<file path="src/rtl/cnt_snapshot_arbiter.sv">
// Round-robin timestamp snapshot arbiter behind the gray-count synchronizer.
// Returns the snapshot plus per-requester delta and flags backward count steps.
module cnt_snapshot_arbiter #(
    parameter int WIDTH = 28,
    parameter int NREQ  = 4,
    parameter int IDW   = 2
) (
    input  logic             clk,
    input  logic             resetn,
    input  logic [WIDTH-1:0] cnt_sync,
    input  logic             en,
    input  logic [NREQ-1:0]  req,
    input  logic             clr_err,
    output logic [NREQ-1:0]  gnt,
    output logic             ts_valid,
    output logic [IDW-1:0]   ts_id,
    output logic [WIDTH-1:0] ts_data,
    output logic [WIDTH-1:0] ts_delta,
    output logic             mono_err
);

    localparam logic [IDW-1:0] LAST_IDX = IDW'(NREQ - 1);
    localparam logic [IDW:0]   NREQ_W   = (IDW + 1)'(NREQ);

    logic [NREQ-1:0]  gnt_q, gnt_d;
    logic [IDW-1:0]   ts_id_q, ts_id_d;
    logic [WIDTH-1:0] ts_data_q, ts_data_d;
    logic [WIDTH-1:0] ts_delta_q, ts_delta_d;
    logic [IDW-1:0]   ptr_q, ptr_d;
    logic [WIDTH-1:0] last_ts_q [NREQ];
    logic [WIDTH-1:0] last_ts_d [NREQ];
    logic [NREQ-1:0]  first_q, first_d;
    logic [WIDTH-1:0] prev_q, prev_d;
    logic             prev_valid_q, prev_valid_d;
    logic             mono_err_q, mono_err_d;

    logic [NREQ-1:0]  eligible;
    logic             found;
    logic [IDW-1:0]   win;
    logic [IDW:0]     pos;
    logic [WIDTH-1:0] step;
    logic             back_step;

    // The requester granted this cycle is masked so a held req is not re-granted.
    assign eligible = req & ~gnt_q;

    // Search eligible requesters starting at ptr, wrapping modulo NREQ.
    always_comb begin
        found = 1'b0;
        win   = '0;
        pos   = '0;
        for (int j = 0; j < NREQ; j++) begin
            pos = {1'b0, ptr_q} + (IDW + 1)'(j);
            if (pos >= NREQ_W) begin
                pos = pos - NREQ_W;
            end
            if (!found && eligible[pos[IDW-1:0]]) begin
                found = 1'b1;
                win   = pos[IDW-1:0];
            end
        end
    end

    // Grant bookkeeping: register snapshot, delta, per-requester history, pointer.
    always_comb begin
        gnt_d      = '0;
        ts_id_d    = ts_id_q;
        ts_data_d  = ts_data_q;
        ts_delta_d = ts_delta_q;
        ptr_d      = ptr_q;
        last_ts_d  = last_ts_q;
        first_d    = first_q;
        if (en && found) begin
            gnt_d[win]     = 1'b1;
            ts_id_d        = win;
            ts_data_d      = cnt_sync;
            ts_delta_d     = first_q[win] ? '0 : cnt_sync - last_ts_q[win];
            last_ts_d[win] = cnt_sync;
            first_d[win]   = 1'b0;
            ptr_d          = (win == LAST_IDX) ? '0 : win + 1'b1;
        end
    end

    // Backward-step detector; the top bit of the modular step marks a regression.
    always_comb begin
        step         = cnt_sync - prev_q;
        back_step    = prev_valid_q & step[WIDTH-1];
        prev_d       = cnt_sync;
        prev_valid_d = 1'b1;
        mono_err_d   = back_step | (mono_err_q & ~clr_err);
    end

    // State registers with asynchronous active-low reset.
    always_ff @(posedge clk or negedge resetn) begin
        if (!resetn) begin
            gnt_q        <= '0;
            ts_id_q      <= '0;
            ts_data_q    <= '0;
            ts_delta_q   <= '0;
            ptr_q        <= '0;
            first_q      <= '1;
            prev_q       <= '0;
            prev_valid_q <= 1'b0;
            mono_err_q   <= 1'b0;
            for (int i = 0; i < NREQ; i++) begin
                last_ts_q[i] <= '0;
            end
        end else begin
            gnt_q        <= gnt_d;
            ts_id_q      <= ts_id_d;
            ts_data_q    <= ts_data_d;
            ts_delta_q   <= ts_delta_d;
            ptr_q        <= ptr_d;
            first_q      <= first_d;
            prev_q       <= prev_d;
            prev_valid_q <= prev_valid_d;
            mono_err_q   <= mono_err_d;
            last_ts_q    <= last_ts_d;
        end
    end

    assign gnt      = gnt_q;
    assign ts_valid = |gnt_q;
    assign ts_id    = ts_id_q;
    assign ts_data  = ts_data_q;
    assign ts_delta = ts_delta_q;
    assign mono_err = mono_err_q;

endmodule
</file>
<file path="config.mk">
export PLATFORM = sky130hd
export DESIGN_NAME = cnt_snapshot_arbiter
export DESIGN_NICKNAME = d
export VERILOG_FILES = /design/src/rtl/cnt_snapshot_arbiter.sv
export SDC_FILE = /design/constraint.sdc
export NUM_CORES = 1
export LEC_CHECK = 0
export CAP_MARGIN = 20
export CORE_UTILIZATION = 55
export CTS_BUF_LIST = sky130_fd_sc_hd__clkbuf_4 sky130_fd_sc_hd__clkbuf_8 sky130_fd_sc_hd__clkbuf_16
export DETAILED_ROUTE_END_ITERATION = 10
export GPL_TIMING_DRIVEN = 0
export PLACE_DENSITY = 0.77
export SYNTH_ARGS = -nofsm -noshare
export SYNTH_HDL_FRONTEND = slang
export SYNTH_SLANG_ARGS = --single-unit
export TNS_END_PERCENT = 10
</file>
<file path="constraint.sdc">
create_clock -name clk -period 11.5 [get_ports clk]
set_clock_uncertainty 0.05 [all_clocks]
set_input_delay 1.725 -clock clk [delete_from_list [all_inputs] [get_ports clk]]
set_output_delay 1.725 -clock clk [all_outputs]
set_load 0.03 [all_outputs]
</file>
==> summary.txt <==
Floorplanning
  – Row count: 49
  – Die H: between 100 and 150 um
  – IO Count: 100
  – Die width: between 100 and 150 um
  – Placeable Area: ~18000 um^2
  – Die area: 19500 um^2
  – Starting Density: 0.571

Clocking
  – Worst skew pair latency: 0.52 ns
  – Clock slew at reported path FFs: 0.06 ns
  – CTS max path bufs: 3
  – CTS H-tree depth: 1
  – CTS tree: done
  – Cts repair resizes: 0
  – Num CTS Buffers: 24
  – Root buf cell: clkbuf_16
  – Post-CTS Setup Repair Bufs: 0
  – Clock sinks: between 200 and 250
  – # hold bufs at CTS: 0

Synthesis
  – Flops & latches, synth: 210
  – Ys async rst share: 1.00
  – Avg Cell Area, Syn: between 10 and 15 um^2
  – Number of synthesized flops with an enable pin: 0
  – Sequential fraction of the synthesis area: 0.504
  – Post-synth top area share: 0.494
  – Syn_nets: approximately 1100
  – Main synth FF type: dfrtp_1
  – YS warnings: 0
  – Yosys top cell by area: dfrtp_1
  – Main area contributors after synthesis: dfrtp_1 49%, mux2_2 12%, nand2_1 9.0%
  – Cells after Synth: approximately 1000
  – Yosys cell types: 57
  – Mapped cell area: about 10000 um^2

STA
  – Max Slew Vio Count: 0
  – Slew margin rel.: 0.495
  – Period utilization: 0.571
  – Least-Margin Pin Slew: approximately 0.76 ns
  – WHS: 0.414 ns
  – Setup violators final: 0
  – RSZ-0062 raised after global routing: false
  – Fin. Hold Viols: 0
  – F_max: approximately 0.15 GHz
  – Minimum clock period: approximately 6.6 ns

Route
  – Pre-antenna DRT Iters: 6
  – Post-Route WL: approximately 25000 um
  – Post-route DRC: 0
  – Routed vias/inst: 5.63
  – Post-DRT Antenna Nets: 0
  – Via count: ~7800
  – Routed WL per cell: approximately 18 um
  – DRT iter0 DRCs: 462

Critical path
  – Crit start category: input port
  – Critical Path RT: approximately 12 ns
  – Stages on worst setup path: 19
  – Crit end category: flop
  – Worst-path fanout max: 11
  – R2R depth: 18
  – Slowest stage cell, crit path: clkbuf_1
  – Number of buffers and inverters on the critical path: 4
  – Max incr delay on CP: about 0.58 ns
  – Critical path, cell by cell: clkdlybuf4s50_1, nor2b_1, o21ba_2, nor3_1, clkbuf_1, clkbuf_1, nand2_1, a31oi_1, ha_1, inv_1, fa_1, a21oi_1, o21ai_0, a21oi_1, o21ai_1, a32o_1, a211oi_1, xnor2_1, a22o_1
  – Critical Path AT: a little under 7 ns
  – CP Class: in2reg
  – CP top delay family: compound AO/OA/AOI/OAI gates

Global routing
  – First-pass GRT wire length: between 40000 and 50000 um
  – Number of global-route vias before repair: slightly below 8000
  – GRT Overall Usage: 0.266
  – Antenna violations before repair: 0
  – Total global routing overflow: 0
  – Largest net degree at the start of global routing: between 100 and 150

Pwr
  – Switch share: 0.393
  – Pint: 2.36 mW
  – Switching power: approximately 1.5 mW
  – Max VDD drop: approximately 0.14 mV
  – Reg power frac: 0.303
  – Clock share of power: 0.204
  – Leakage: between 5 and 6 nW
  – Comb power frac: 0.493
  – Pwr/cell area: a little over 300 nW/um^2

Placed design
  – Port bufs: 99
  – Final HPWL DP: around 17000 um
  – Routability cong.: between 0.8 and 0.9

Run status
  – Outcome: finished, final reports clean

Cells and area
  – Antenna cells: 0
  – Fillers: 1388
  – Synth-to-layout area growth: 20.7%
  – Most frequent cells in the layout: 250 x nand2_1, 206 x dfrtp_1, 108 x mux2_2
  – Final core utilization: 0.689
  – Most common cell after layout, fill and taps aside: nand2_1
  – Final nets: 1235
  – Layout cell share with drive strength beyond 1: 0.148

Hold path
  – Hold WC Path Type: reg2reg
  – Worst hold path depth: 1

Job
  – Max-cap violations: 0
-- kinds of logic (layout without fill, tap and decap cells) --
logic type,Yosys count,in the layout,synth area share
XOR/XNOR,29,29,0.0243
buffers and inverters,94,238,0.0343
multiplexers,114,114,0.124
other,1,1,0.000359
AND/OR/NAND/NOR,338,338,0.136
AO/OA/AOI/OAI,170,170,0.107
flip-flops,210,210,0.504
adder cells (fa/ha/maj),58,58,0.0703
-- per-layer routing --
| metal | track usage | up-vias | share of wire |
|---|---|---|---|
| li1 | - | 3722 | - |
| met1 | 0.363 | 3858 | 0.46 |
| met2 | 0.437 | 192 | 0.47 |
| met3 | 0.0365 | 36 | 0.043 |
| met4 | 0.0902 | 0 | 0.022 |
| met5 | 0 | - | 0 |
-- state kept, by name, indices dropped and copies added, names as in the netlist --
name,flops
prev_q,28
last_ts_q,112
prev_valid_q,1
gnt,4
ts_data,28
mono_err,1
ts_id,2
ptr_q,2
ts_delta,28
first_q,4
-- power groups by stage --
stage | combinational [mW] | clock, mW | sequential, mW
floorplan | 1.25 | 0 | 1.29
global placement | 1.85 | 0 | 1.18
detailed placement | 1.89 | 0 | 1.19
CTS | 1.91 | 0.804 | 1.18
global route | 2.10 | 0.835 | 1.21
finish | 1.92 | 0.794 | 1.18
-- Yosys cell counts, types with 3 or more instances --
| master | number |
|---|---|
| o31ai_1 | 7 |
| nor2_1 | 17 |
| inv_1 | 47 |
| nand4_1 | 8 |
| xnor2_1 | 22 |
| clkbuf_1 | 34 |
| mux2_2 | 108 |
| a31oi_1 | 7 |
| nand2_1 | 250 |
| buf_1 | 8 |
| a21o_1 | 13 |
| buf_2 | 4 |
| o21bai_1 | 5 |
| o21a_1 | 4 |
| xor2_1 | 7 |
| or3_1 | 3 |
| mux2i_1 | 5 |
| and2_1 | 5 |
| a21oi_1 | 30 |
| a211oi_1 | 8 |
| a22o_1 | 21 |
| o21ai_0 | 53 |
| nand3_1 | 31 |
| dfstp_2 | 4 |
| dfrtp_1 | 206 |
| nor2b_1 | 7 |
| o211ai_1 | 4 |
| nand2b_1 | 4 |
| ha_1 | 57 |
| nor3_1 | 5 |
-- final timing paths --
check / start / endpoint / slack, ns
worst max-delay path: req[3] / ts_delta[24]$_DFFE_PN0P_ / 4.93
worst min-delay path: prev_valid_q$_DFF_PN0_ / mono_err$_DFF_PN0_ / 0.41
worst max register to register: gnt[0]$_DFF_PN0_ / ts_delta[24]$_DFFE_PN0P_ / 6.20
worst min register to register: prev_valid_q$_DFF_PN0_ / mono_err$_DFF_PN0_ / 0.41
max in group asynchronous: resetn / last_ts_q[20]$_DFFE_PN0P_ / 9.24
min in group asynchronous: resetn / ptr_q[0]$_DFFE_PN0P_ / 1.18
-- per-stage QoR --
step	TNS (ns)	instances	area (um^2)	total power, mW	setup WS (ns)
2_1_floorplan	0	1014	10400	2.53	5.99
3_3_place_gp	-11.19	1342	11700	3.02	-0.0666
3_5_place_dp	0	1343	11700	3.08	4.50
4_1_cts	0	1386	12600	3.89	4.97
5_1_grt	0	1387	12600	4.15	4.64
6_report	0	1387	12600	3.89	4.93
-- final cells by class --
| type | instances | area [um^2] | area share |
|---|---|---|---|
| clock inverters | 9 | 105 | 0.00835 |
| well taps | 229 | 287 | 0.0228 |
| plain buffers | 46 | 178 | 0.0141 |
| repair buffers | 101 | 1030 | 0.0817 |
| flip-flops and latches | 210 | 5260 | 0.418 |
| inverters | 48 | 180 | 0.0143 |
| clock buffers | 34 | 737 | 0.0585 |
| multi-input cells | 710 | 4810 | 0.382 |
No activity file was read; power rests on OpenSTA's default activity.
